**config.mk**
```make
export PLATFORM = sky130hd
export DESIGN_NAME = fir_input_sequencer
export DESIGN_NICKNAME = d
export VERILOG_FILES = /design/src/rtl/fir_pkg.sv /design/src/rtl/fir_skid_fifo.sv /design/src/rtl/fir_input_sequencer.sv
export SDC_FILE = /design/constraint.sdc
export NUM_CORES = 1
export LEC_CHECK = 0
export ABC_CLOCK_PERIOD_IN_PS = 1810
export CORE_UTILIZATION = 55
export CTS_CLUSTER_DIAMETER = 200
export DETAILED_ROUTE_END_ITERATION = 16
export DONT_BUFFER_PORTS = 1
export PLACE_DENSITY = 0.82
export SETUP_SLACK_MARGIN = 0.2
export SYNTH_ARGS = -nofsm -noshare
export SYNTH_HDL_FRONTEND = slang
export SYNTH_SLANG_ARGS = --single-unit
```
**constraint.sdc**
```tcl
create_clock -name clk -period 1.81 [get_ports clk]
set_input_delay 0.362 -clock clk [delete_from_list [all_inputs] [get_ports clk]]
set_output_delay 0.362 -clock clk [all_outputs]
set_load 0.05 [all_outputs]
```
**src/rtl/fir_pkg.sv**
```systemverilog
// Shared constants and FSM encoding for the FIR datapath stages.
package fir_pkg;

  localparam int unsigned FIR_DATA_W      = 12;
  localparam int unsigned FIR_ADDR_W      = 8;
  localparam int unsigned FIR_NUM_SAMPLES = 256;
  localparam int unsigned FIR_TAPS        = 6;

  typedef enum logic [1:0] {
    StIdle,
    StRead,
    StFlush,
    StDrain
  } fir_seq_state_e;

endpackage

```
**src/rtl/fir_skid_fifo.sv**
```systemverilog
// Two-entry FIFO with registered storage; pop data is the head entry, valid while !empty.
module fir_skid_fifo #(
  parameter int unsigned WIDTH = 13
) (
  input  logic             clk,
  input  logic             reset,
  input  logic             push,
  input  logic [WIDTH-1:0] push_data,
  input  logic             pop,
  output logic [WIDTH-1:0] pop_data,
  output logic [1:0]       count,
  output logic             empty,
  output logic             full
);

  logic [WIDTH-1:0] mem_q [2];
  logic             wr_ptr_q, rd_ptr_q;
  logic [1:0]       count_q, count_d;
  logic             do_push, do_pop;

  assign empty    = (count_q == 2'd0);
  assign full     = (count_q == 2'd2);
  assign count    = count_q;
  assign pop_data = mem_q[rd_ptr_q];
  assign do_push  = push && !full;
  assign do_pop   = pop && !empty;

  always_comb begin
    count_d = count_q + {1'b0, do_push} - {1'b0, do_pop};
  end

  always_ff @(posedge clk or negedge reset) begin
    if (!reset) begin
      mem_q[0] <= '0;
      mem_q[1] <= '0;
      wr_ptr_q <= 1'b0;
      rd_ptr_q <= 1'b0;
      count_q  <= 2'd0;
    end else begin
      if (do_push) begin
        mem_q[wr_ptr_q] <= push_data;
        wr_ptr_q        <= ~wr_ptr_q;
      end
      if (do_pop) rd_ptr_q <= ~rd_ptr_q;
      count_q <= count_d;
    end
  end

endmodule

```
**src/rtl/fir_input_sequencer.sv**
```systemverilog
// Reads a block of samples from input memory, streams them to the FIR core and appends
// TAPS-1 zero samples to flush the tap delay line.
module fir_input_sequencer
  import fir_pkg::*;
#(
  parameter int unsigned DATA_W      = FIR_DATA_W,
  parameter int unsigned ADDR_W      = FIR_ADDR_W,
  parameter int unsigned NUM_SAMPLES = FIR_NUM_SAMPLES,
  parameter int unsigned TAPS        = FIR_TAPS
) (
  input  logic              clk,
  input  logic              reset,
  input  logic              start,
  output logic              busy,
  output logic              done,
  output logic              mem_rd_en,
  output logic [ADDR_W-1:0] mem_addr,
  input  logic [DATA_W-1:0] mem_rdata,
  output logic              out_valid,
  input  logic              out_ready,
  output logic [DATA_W-1:0] out_data,
  output logic              out_last
);

  localparam int unsigned CNT_W   = ADDR_W + 1;
  localparam int unsigned FLUSH_W = (TAPS > 2) ? $clog2(TAPS - 1) : 1;
  localparam bit          HAS_FLUSH = (TAPS > 1);
  localparam logic [CNT_W-1:0]   RD_LAST    = CNT_W'(NUM_SAMPLES - 1);
  localparam logic [FLUSH_W-1:0] FLUSH_LAST = FLUSH_W'((TAPS > 1) ? TAPS - 2 : 0);

  fir_seq_state_e     state_q, state_d;
  logic [CNT_W-1:0]   rd_cnt_q, rd_cnt_d;
  logic [FLUSH_W-1:0] flush_cnt_q, flush_cnt_d;
  logic               rif_q, rif_last_q;
  logic               done_q, done_d;
  logic               issue, issue_last, flush_push, flush_last;
  logic [1:0]         occupancy;
  logic               fifo_push, fifo_pop, fifo_empty, fifo_full;
  logic [1:0]         fifo_count;
  logic [DATA_W:0]    fifo_wdata, fifo_rdata;

  // Throttle on registered state only, so out_ready never reaches mem_rd_en.
  assign occupancy = fifo_count + {1'b0, rif_q};

  always_comb begin
    state_d     = state_q;
    rd_cnt_d    = rd_cnt_q;
    flush_cnt_d = flush_cnt_q;
    done_d      = 1'b0;
    issue       = 1'b0;
    issue_last  = 1'b0;
    flush_push  = 1'b0;
    flush_last  = 1'b0;
    unique case (state_q)
      StIdle:  issue = start && !done_q;
      StRead:  issue = (occupancy < 2'd2);
      StFlush: begin
        // Zeros queue behind any read still in flight.
        if (!rif_q && !fifo_full) begin
          flush_push = 1'b1;
          if (flush_cnt_q == FLUSH_LAST) begin
            flush_last = 1'b1;
            state_d    = StDrain;
          end else begin
            flush_cnt_d = flush_cnt_q + FLUSH_W'(1);
          end
        end
      end
      StDrain: begin
        if (fifo_pop && fifo_rdata[DATA_W]) begin
          done_d      = 1'b1;
          state_d     = StIdle;
          rd_cnt_d    = '0;
          flush_cnt_d = '0;
        end
      end
      default: state_d = StIdle;
    endcase
    if (issue) begin
      if (rd_cnt_q == RD_LAST) begin
        issue_last = 1'b1;
        state_d    = HAS_FLUSH ? StFlush : StDrain;
      end else begin
        rd_cnt_d = rd_cnt_q + CNT_W'(1);
        state_d  = StRead;
      end
    end
  end

  always_ff @(posedge clk or negedge reset) begin
    if (!reset) begin
      state_q     <= StIdle;
      rd_cnt_q    <= '0;
      flush_cnt_q <= '0;
      rif_q       <= 1'b0;
      rif_last_q  <= 1'b0;
      done_q      <= 1'b0;
    end else begin
      state_q     <= state_d;
      rd_cnt_q    <= rd_cnt_d;
      flush_cnt_q <= flush_cnt_d;
      rif_q       <= issue;
      rif_last_q  <= issue && issue_last && !HAS_FLUSH;
      done_q      <= done_d;
    end
  end

  assign fifo_push  = rif_q || flush_push;
  assign fifo_wdata = rif_q ? {rif_last_q, mem_rdata} : {flush_last, {DATA_W{1'b0}}};
  assign fifo_pop   = out_valid && out_ready;

  fir_skid_fifo #(
    .WIDTH(DATA_W + 1)
  ) u_fifo (
    .clk      (clk),
    .reset    (reset),
    .push     (fifo_push),
    .push_data(fifo_wdata),
    .pop      (fifo_pop),
    .pop_data (fifo_rdata),
    .count    (fifo_count),
    .empty    (fifo_empty),
    .full     (fifo_full)
  );

  assign mem_rd_en = issue;
  assign mem_addr  = rd_cnt_q[ADDR_W-1:0];
  assign busy      = (state_q != StIdle);
  assign done      = done_q;
  assign out_valid = !fifo_empty;
  assign out_data  = fifo_rdata[DATA_W-1:0];
  assign out_last  = out_valid && fifo_rdata[DATA_W];

endmodule

```
# Word level (Yosys, flattened, before mapping)
# Cells that the tools add are included.
# word_totals
wordCells	84
inputBits	16
regBits	46
# classes
magnitude_cmp	4
n_reduce_logical	20
n_addsub	5
n_mux	29
bitwise_logic	4
n_eq_ne	12
# ops
op	n
13-bit 2-to-1 mux	5
9-bit 2-to-1 mux	4
26-bit bitwise mux	1
13-bit demux with 1-bit select	1
2-bit 2-to-1 mux	5
9-bit by 1-bit adder with 9-bit output (second input constant)	1
9-bit by 8-bit equality test with 1-bit output (second input constant)	1
3-bit 2-to-1 mux	3
3-bit inequality test (second input constant)	3
1-bit logical AND	8
4-bit AND reduction	2
1-bit 2-to-1 mux	7
2-bit equality test (second input constant)	3
2-bit inequality test (second input constant)	3
3-bit case mux with 2 select lines	1
2-bit by 1-bit adder with 2-bit output	2
2-bit greater-or-equal comparator (second input constant)	2
1-bit zero test	4
2-bit zero test	2
1-bit NOT with 2-bit output	2
2-bit case mux with 2 select lines	1
2-bit nonzero test	2
3-bit by 1-bit adder with 3-bit output (second input constant)	1
3-bit equality test (second input constant)	1
other kinds (8)	9

# Logic depth before layout (Yosys ltp)
# depth
depth_word	9
ltp_mapped	9

# By module
# A second synthesis with hierarchy kept.
# unflattened
cells_unflattened	195
area_unflattened_um2	2372.3
# modules_own_cells
mod	area_per_inst_um2	seq_area_each_um2	instances	cells_each
fir_skid_fifo	1387.6	750.7	1	87
fir_input_sequencer	984.7	400.4	1	108

# Worst setup path before layout
# Ideal clock, no wire load.
# synth_timing
path_type	reg-to-reg
start	register done_q (netlist: done)
end	register rd_cnt_q[1]
t_arrival_ns	1.782
path_stages_with_launch	8
required_ns	1.690
n_path_buf	1
slack_ns	-0.092
path_cell_list	dfrtp_1 -> inv_1 -> a21oi_1 -> a211o_1 -> buf_6 -> inv_2 -> o21ai_1 -> a31o_2
# synth_between
elab_chain_len	4
# synth_rtl
item	line	rtl
start: declaration	fir_input_sequencer.sv:35	logic done_q, done_d;
start signal: assignment	fir_input_sequencer.sv:104	done_q <= done_d;
1-bit zero test	fir_input_sequencer.sv:55	StIdle: issue = start && !done_q;
1-bit logical AND	fir_input_sequencer.sv:55	
1-bit case mux with 2 select lines	fir_input_sequencer.sv:54	unique case (state_q)
via mem_rd_en	fir_input_sequencer.sv:16	output logic mem_rd_en,
9-bit 2-to-1 mux	fir_input_sequencer.sv:79	if (issue) begin
via rd_cnt_d[1]	fir_input_sequencer.sv:32	logic [CNT_W-1:0] rd_cnt_q, rd_cnt_d;
end signal: assignment	fir_input_sequencer.sv:100	rd_cnt_q <= rd_cnt_d;
end: declaration	fir_input_sequencer.sv:32	
# The timed path passes the listed nets, and every way through them passes these cells.
# A chain may end at the register's enable or synchronous reset.

# Worst setup path after layout
# layout_timing
start	register u_fifo.count_q[1] (netlist: u_fifo.count[1])
end	output port mem_rd_en
# layout_between
elab_chain_len	3
# layout_rtl
item	line	rtl
start: declaration	fir_skid_fifo.sv:18	logic [1:0] count_q, count_d;
start signal: assignment	fir_skid_fifo.sv:45	count_q <= count_d;
2-bit by 1-bit adder with 2-bit output	fir_input_sequencer.sv:43	assign occupancy = fifo_count + {1'b0, rif_q};
2-bit < comparator	fir_input_sequencer.sv:56	StRead: issue = (occupancy < 2'd2);
1-bit case mux with 2 select lines	fir_input_sequencer.sv:54	
end: declaration	fir_input_sequencer.sv:16	
# Every way passes these cells.

==> flow_metrics.env <==
export IMPL_status="complete, but fails checks"
export IMPL_violations="negative setup slack"
export IMPL_synth_cell_types=39
export IMPL_cap_violations=0
export IMPL_slew_headroom=0.711
export IMPL_drt_pass1_iterations=4
export IMPL_synthesis_area_um2=2200
export IMPL_synth_avg_cell_area_um2=9.79
export IMPL_slew_violations=0
export IMPL_dominantRegCellSynth="dfrtp_1"
export IMPL_synth_common_cells="nand2_1, dfrtp_1, o21ai_0"
export IMPL_setup_ws_ps=-29.4
export IMPL_async_reset_ff_frac=1.00
export IMPL_cts_htree_levels=2
export IMPL_drc=0
export IMPL_worstSetupPathType="flop to output pin"
export IMPL_synth_top_area_share=0.522
export IMPL_syn_nets=246
export IMPL_dieArea_um2=4260
export IMPL_drtIter0Drc=93
export IMPL_fp_coreArea_um2=3740
export IMPL_clockBufferDepth=2
export IMPL_cts_tree="done"
export IMPL_insertion_delay_ps=300
export IMPL_yosysTopAreaCell="dfrtp_1"
export IMPL_rrSetupSlack_ps=20
export IMPL_nNetsFinal=271
export IMPL_fin_util=0.750
export IMPL_place_congestion=0.853
export IMPL_antenna_cells=0
export IMPL_synth_seq_cells=46
export IMPL_fin_crit_ps=1840
export IMPL_portBuffers=0
export IMPL_totalWireLength_um=4960
export IMPL_area_growth_pct=27.5
export IMPL_start_util=0.589
export IMPL_ioPinCount=41
export IMPL_drtAntennaViolNets=0
export IMPL_cts_clk_slew_worst_paths_ps=80
export IMPL_startpoint_type="flop"
export IMPL_fin_skew_ps=8.84
export IMPL_via_count=1720
export IMPL_yosysWarnings=0
export IMPL_ys_seq_area_frac=0.522
export IMPL_die_h_um=65.3
export IMPL_grt_usage=0.227
export IMPL_grt_overflow=0
export IMPL_grt_start_max_net_pins=47
export IMPL_timing_fmax_mhz=544
export IMPL_drive_gt1_frac=0.335
export IMPL_final_hold_viol_count=0
export IMPL_leakage_nw=1.30
export IMPL_tightestPinTransition_ps=431
export IMPL_synth_most_common_cell="nand2_1"
export IMPL_rsz0062_at_grt="true"
export IMPL_vdd_drop_max_mv=1.26
export IMPL_hold_class="input port to flop"
export IMPL_whs_ps=208
export IMPL_fin_crit_sh=1.02
export IMPL_cts_sinks=46
export IMPL_die_width_um=65.3
export IMPL_synth_area_leaders="dfrtp_1, nand2_1, mux2_2"
export IMPL_detail_route_wl_per_cell_um=16.6
export IMPL_numCtsBuffers=5
export IMPL_setup_viol=1
export IMPL_cp_max_fo=5
export IMPL_cts_root_buf="clkbuf_8"
export IMPL_cellPowerDensity_nw_per_um2=2100
export IMPL_num_rows=22
export IMPL_via_per_inst=5.75
export IMPL_grt_pass1_vias=1591
export IMPL_antenna_found_initial=0
export IMPL_synth_edf_count=0
export IMPL_crit_arrival_ps=1480
export IMPL_power_total_mw=5.89
export IMPL_end_kind="output pin"
export IMPL_syn_inst=225
export IMPL_place_hpwl_um=2870
export IMPL_grt_pass1_wl_um=7310
export IMPL_worstPathRequired_ps=1450
[flip-flops by register name, indices dropped and copies added (netlist names)]
name,count
done,1
flush_cnt_q,3
rd_cnt_q,9
rif_q,1
state_q,2
u_fifo.count,2
u_fifo.mem_q,26
u_fifo.rd_ptr_q,1
u_fifo.wr_ptr_q,1
[final timing paths]
kind | end | from | depth (start not counted)
setup / recovery | mem_rd_en | u_fifo.count[1]$_DFF_PN0_ | 4
hold / removal | u_fifo.mem_q[23]$_DFFE_PN0P_ | mem_rdata[10] | 2
setup reg to reg | rd_cnt_q[7]$_DFF_PN0_ | u_fifo.count[1]$_DFF_PN0_ | 5
hold reg to reg | u_fifo.mem_q[7]$_DFFE_PN0P_ | u_fifo.mem_q[7]$_DFFE_PN0P_ | 2
max in group asynchronous | u_fifo.count[1]$_DFF_PN0_ | reset | 2
min in group asynchronous | state_q[1]$_DFFE_PN0P_ | reset | 2
[metal layers]
layer	routed length [µm]	vias to the layer above	track usage
met5	0	-	0
met4	89	0	0.0679
met3	274	12	0.0608
met2	2550	51	0.380
met1	2050	854	0.286
li1	-	803	-
[cells by family after synthesis]
logic type | after synthesis | share of synthesized area
AO/OA/AOI/OAI | 45 | 0.120
XOR/XNOR | 6 | 0.0238
adder cells (fa/ha/maj) | 5 | 0.0284
buffers and inverters | 29 | 0.0664
flip-flops | 46 | 0.522
multiplexers | 16 | 0.0795
AND/OR/NAND/NOR | 78 | 0.159
[final cells by class]
type                    instances  area, µm²
clock buffers                   7       76.3
well taps                      48       60.1
multi-input cells             150       1080
clock inverters                 1       30.0
repair buffers                 36        360
fillers                       243        935
flip-flops and latches         46       1150
inverters                      11       48.8
[where the power goes]
part / switching (mW) / internal (mW)
clock: 0.322 / 0.413
sequential: 0.282 / 1.39
combinational: 2.12 / 1.36
[through the flow]
step | setup TNS (ps) | instance area [µm²] | setup slack (ps) | instances
6_report | -29.4 | 2810 | -29.4 | 299
2_1_floorplan | 0 | 2240 | 136 | 225
4_1_cts | -2.24 | 2670 | -2.24 | 290
3_3_place_gp | 0 | 2350 | 106 | 274
5_1_grt | -113 | 2810 | -80.7 | 299
3_5_place_dp | 0 | 2350 | 83.3 | 274
[layout by cell type (no fill, tap or decap), drive strengths merged, types with 2 or more instances in the layout]
cell type	count
nand2	52
dfrtp	46
buf	35
o21ai	30
mux2	12
inv	11
nand3	7
clkbuf	7
nor2	5
ha	5
o31ai	4
xnor2	4
mux2i	4
or3	2
or4	2
o311ai	2
xor2	2
a21oi	2
[timing repair]
| action | in CTS | in global routing |
|---|---|---|
| cloned | 1 | 1 |
| hold buffers | 2 | 0 |
| setup buffers | 5 | 8 |
| gates resized for setup | 33 | 21 |
| pin swaps | 4 | 6 |
| setup endpoints to repair | 21 | 26 |
| endpoints found under the hold margin | 46 | 0 |
[worst max-delay path, stage by stage, from the launching register on]
cell and delay [ps]:
dfrtp_2 450, xnor2_1 140, a211o_2 360, inv_4 90, buf_12 140
Note: power is estimated with default switching activity, not from simulation.
